### config.mk
export PLATFORM = sky130hd
export DESIGN_NAME = mp_add_seq
export DESIGN_NICKNAME = d
export VERILOG_FILES = /design/src/rtl/mp_add_seq.sv
export SDC_FILE = /design/constraint.sdc
export NUM_CORES = 1
export LEC_CHECK = 0
export BUFFER_PORTS_ARGS = -buffer_cell sky130_fd_sc_hd__buf_4
export CAP_MARGIN = 10
export CORE_UTILIZATION = 45
export CTS_CLUSTER_DIAMETER = 40
export DETAILED_ROUTE_END_ITERATION = 10
export PLACE_DENSITY = 0.71
export RECOVER_POWER = 50
export SLEW_MARGIN = 20
export SYNTH_ARGS = -nofsm -noshare
export SYNTH_HDL_FRONTEND = slang
export SYNTH_SLANG_ARGS = --single-unit
### constraint.sdc
create_clock -name clk -period 2.75 [get_ports clk]
set_input_delay 0.275 -clock clk [delete_from_list [all_inputs] [get_ports clk]]
set_output_delay 0.275 -clock clk [all_outputs]
set_load 0.02 [all_outputs]
### src/rtl/mp_add_seq.sv
// Multi-precision add/subtract sequencer feeding an internal p_adder, one 32-bit word per cycle.
// Define MP_ADD_SUB_EN to build in subtract mode; without it the block is add-only.

module p_adder (
   input  logic [31:0] a,
   input  logic [31:0] b,
   input  logic        cin,
   output logic [31:0] s,
   output logic        cout
);

   assign {cout, s} = {1'b0, a} + {1'b0, b} + {32'b0, cin};

endmodule

module mp_add_seq #(
   parameter int MAX_WORDS = 8
) (
   input  logic        clk,
   input  logic        rst_n,
   input  logic        in_valid,
   output logic        in_ready,
   input  logic [31:0] in_a,
   input  logic [31:0] in_b,
   input  logic        in_last,
   input  logic        in_sub,
   output logic        out_valid,
   input  logic        out_ready,
   output logic [31:0] out_s,
   output logic        out_last,
   output logic        out_cout,
   output logic        err_len
);

   localparam logic [7:0] LAST_CNT = 8'(MAX_WORDS - 1);

   logic        first_q;
   logic        carry_q;
   logic [7:0]  cnt_q;
   logic        acc;
   logic        eff_last;
   logic [31:0] add_b;
   logic        add_cin;
   logic [31:0] add_s;
   logic        add_cout;

   assign in_ready = !out_valid || out_ready;
   assign acc      = in_valid && in_ready;
   assign eff_last = in_last || (cnt_q == LAST_CNT);

`ifdef MP_ADD_SUB_EN
   logic sub_q;
   logic op;

   // The operation is taken from the port on a packet's first word and held for the rest.
   assign op      = first_q ? in_sub : sub_q;
   assign add_b   = op ? ~in_b : in_b;
   assign add_cin = first_q ? op : carry_q;

   always_ff @(posedge clk) begin
      if (!rst_n)
         sub_q <= 1'b0;
      else if (acc && first_q)
         sub_q <= in_sub;
   end
`else
   logic unused_sub;

   assign unused_sub = in_sub;
   assign add_b      = in_b;
   assign add_cin    = first_q ? 1'b0 : carry_q;
`endif

   p_adder u_adder (
      .a    (in_a),
      .b    (add_b),
      .cin  (add_cin),
      .s    (add_s),
      .cout (add_cout)
   );

   // Every packet boundary, natural or forced by the length limit, restarts the carry chain.
   always_ff @(posedge clk) begin
      if (!rst_n) begin
         first_q   <= 1'b1;
         carry_q   <= 1'b0;
         cnt_q     <= 8'd0;
         out_valid <= 1'b0;
         out_s     <= 32'd0;
         out_last  <= 1'b0;
         out_cout  <= 1'b0;
         err_len   <= 1'b0;
      end else if (acc) begin
         out_valid <= 1'b1;
         out_s     <= add_s;
         out_last  <= eff_last;
         out_cout  <= eff_last ? add_cout : 1'b0;
         if (eff_last) begin
            first_q <= 1'b1;
            carry_q <= 1'b0;
            cnt_q   <= 8'd0;
            if (!in_last)
               err_len <= 1'b1;
         end else begin
            first_q <= 1'b0;
            carry_q <= add_cout;
            cnt_q   <= cnt_q + 8'd1;
         end
      end else if (out_valid && out_ready) begin
         out_valid <= 1'b0;
      end
   end

endmodule
==> out/results.ini <==
[status]
status=complete, no violations

[die]
die_width_um=89.98
core_um2=7370
row_count=31
fp.dieArea_um2=8096
initial_utilization_pct=47.27
fp.dieH_um=89.98
ios=107

[sta]
tns_ns=0
grt_setup_unrepaired=false
finalCriticalPeriod_ns=2.602
max_slew_margin_pct=26.29
hold_violations=0
finClkSkew_ns=0.003059
setup_viol=0
finalCritPeriodShare_pct=94.63
worstMarginPinSlew_ns=1.106
drv_slew=0
clock.fmax_mhz=384.3

[clocking]
ctsHoldBuffers=0
cts_buffers=5
cts_buffer_depth=2
clock-sinks=46
path_clk_slew_ns=0.10
root_buffer=clkbuf_8
cts_tree=built
insertion_delay_ns=0.30
htreeDepth=2

[logic_synthesis]
synth_top_area_cell=dfxtp_1
async_flop_share_pct=0
synth_cells=449
synth-main-ff-cell=dfxtp_1
syn_nets=553
synth-seq-area-share_pct=26.44
yosys_register_bits=46
synth_cell_types=60
synth_top_area_share_pct=26.44
synthTopCellsByArea=dfxtp_1, ha_1, a21oi_1
yosys_warnings=0
synth_edf_count=0
netlist_area_um2=3483
syn_avg_cell_area_um2=7.758

[layout]
drive_gt1_share_pct=18.15
regArea_um2=920.9
fillers=760
multi_input_area_um2=2437
nNetsFinal=654
design_area_um2=4345
diodes=0
area_growth_pct=24.75
fin_util_pct=58.96

[routing]
via_per_inst=5.632
drt_iter0_markers=122
via_count=3661
first_pass_iters=5
drc=0
wl_um=9387
wire_per_inst_um=14.44
ant_nets=0

[critical_path]
end_kind=flop
worstPathMaxFanout=2
startpoint_type=flop
arrival_ns=2.85
crit_type=reg2reg
worst_ep_required_time_ns=3.00

[grt]
grt_max_degree=26
grt_pass1_vias=3370
grt_pass1_wl_um=15490
globalRouteOverflowTotal=0
grt.total_usage_pct=22.77
antenna_found_initial=0

[placement]
place.gp.congestion=0.9052
dpl_cell_area_um2=4379
place_hpwl_um=7558
portBuffers=105

[pwr]
power_density_nw_per_um2=444.2
finalPower_mw=1.930
leakagePower_nw=1.888
power.ir.vdd_worst_mv=0.2057

[run]
maxCapViolations=0

[worst_hold_path]
hold_path_class=in2reg

[power breakdown]
part / total, mW / switching [mW] / internal [mW] / leakage, nW
logic: 0.731 / 0.427 / 0.304 / 1.47
registers: 0.754 / 0.0310 / 0.723 / 0.378
clock network: 0.445 / 0.261 / 0.184 / 0.0447
[worst max-delay path: stages, from the launching register on]
cell	delay, ns
dfxtp_1	0.32
nand2b_1	0.17
fa_2	0.37
fa_2	0.37
nor2b_2	0.15
o31a_1	0.16
o31ai_1	0.07
buf_4	0.15
a31oi_2	0.17
a21oi_1	0.12
or4_1	0.40
nand4_1	0.09
[per-layer routing]
metal | global-route usage [%] | share of wire [%]
met5 | 0 | 0
met4 | 4.167 | 0.60
met3 | 2.876 | 5.3
met2 | 40.64 | 49
met1 | 29.57 | 45
[registers in the layout (all words and copies together), names as in the netlist]
register	cells
out_cout	1
carry_q	1
cnt_q	8
out_s	32
first_q	1
err_len	1
out_last	1
out_valid	1
[timing repair]
item,in CTS,in global routing
pin swaps,1,1
setup endpoints to repair,1,8
buffers inserted,0,1
resized for setup,0,3
[path summary, 6_finish.rpt]
kind	from	endpoint	slack (ns)	cells past startpoint
worst max register to register	first_q$_SDFFE_PN1P_	out_s[26]$_SDFFE_PN0P_	0.15	11
worst min register to register	first_q$_SDFFE_PN1P_	first_q$_SDFFE_PN1P_	0.45	1
worst max-delay path	first_q$_SDFFE_PN1P_	out_s[26]$_SDFFE_PN0P_	0.15	11
worst min-delay path	in_valid	out_valid$_SDFFE_PN0P_	0.22	3
[kinds of logic after synthesis]
group | synth area share [%]
XOR/XNOR | 6.537
buffers and inverters | 3.808
flip-flops | 26.44
adder cells (fa/ha/maj) | 12.64
AND/OR/NAND/NOR | 22.67
multiplexers | 0.2874
AO/OA/AOI/OAI | 27.62
[placed cells by master (no fill, tap or decap), types with 8 or more instances in the layout]
| master | instances |
|---|---|
| xor2_1 | 15 |
| o21a_1 | 8 |
| inv_1 | 11 |
| nand3_1 | 13 |
| clkbuf_1 | 38 |
| nor2_1 | 39 |
| nand2_1 | 50 |
| o21ai_1 | 10 |
| xnor2_1 | 11 |
| nor3_1 | 10 |
| buf_4 | 78 |
| o21ai_0 | 22 |
| a21oi_1 | 44 |
| a21o_1 | 19 |
| nand4_1 | 15 |
| ha_1 | 32 |
| dfxtp_1 | 46 |
[area by class of cell]
cell class / count / share of cell area, %
clock inverters: 3 / 0.5759
well taps: 99 / 2.851
flip-flops and latches: 46 / 21.19
inverters: 11 / 0.9502
multi-input cells: 370 / 56.09
clock buffers: 5 / 1.584
repair buffers: 116 / 16.76
[metrics by stage]
| step | hold WS (ns) | setup WS, ns | instances |
|---|---|---|---|
| 6_report | 0.2226 | 0.1478 | 650 |
| 5_1_grt | 0.2207 | 0.005903 | 650 |
| 2_1_floorplan | 0.4045 | 0.3037 | 449 |
| 4_1_cts | 0.2136 | 0.001823 | 649 |
| 3_3_place_gp | 0.4241 | 0.08580 | 641 |
| 3_5_place_dp | 0.4307 | 0.03131 | 641 |
[Yosys cell counts (all sizes together), types with 2 or more instances]
cell type  instances
a21o              20
a31oi              5
fa                 2
and2               5
a32o               2
nor2b              2
o31ai              3
nand2             51
o311ai             2
a211oi             5
a221oi             2
and4               2
dfxtp             46
nor3              10
a21boi             3
o21ai             33
and3               4
or3                3
buf                5
xnor2             11
o21a               8
or4                4
nor2              39
nor4               4
nand3             14
nand2b             2
a21oi             45
a221o              3
nand4             15
nor3b              3
xor2              15
inv               11
clkbuf            17
ha                32
o211ai             4
o21bai             5
o31a               2
Note: power is estimated with default switching activity, not from simulation.
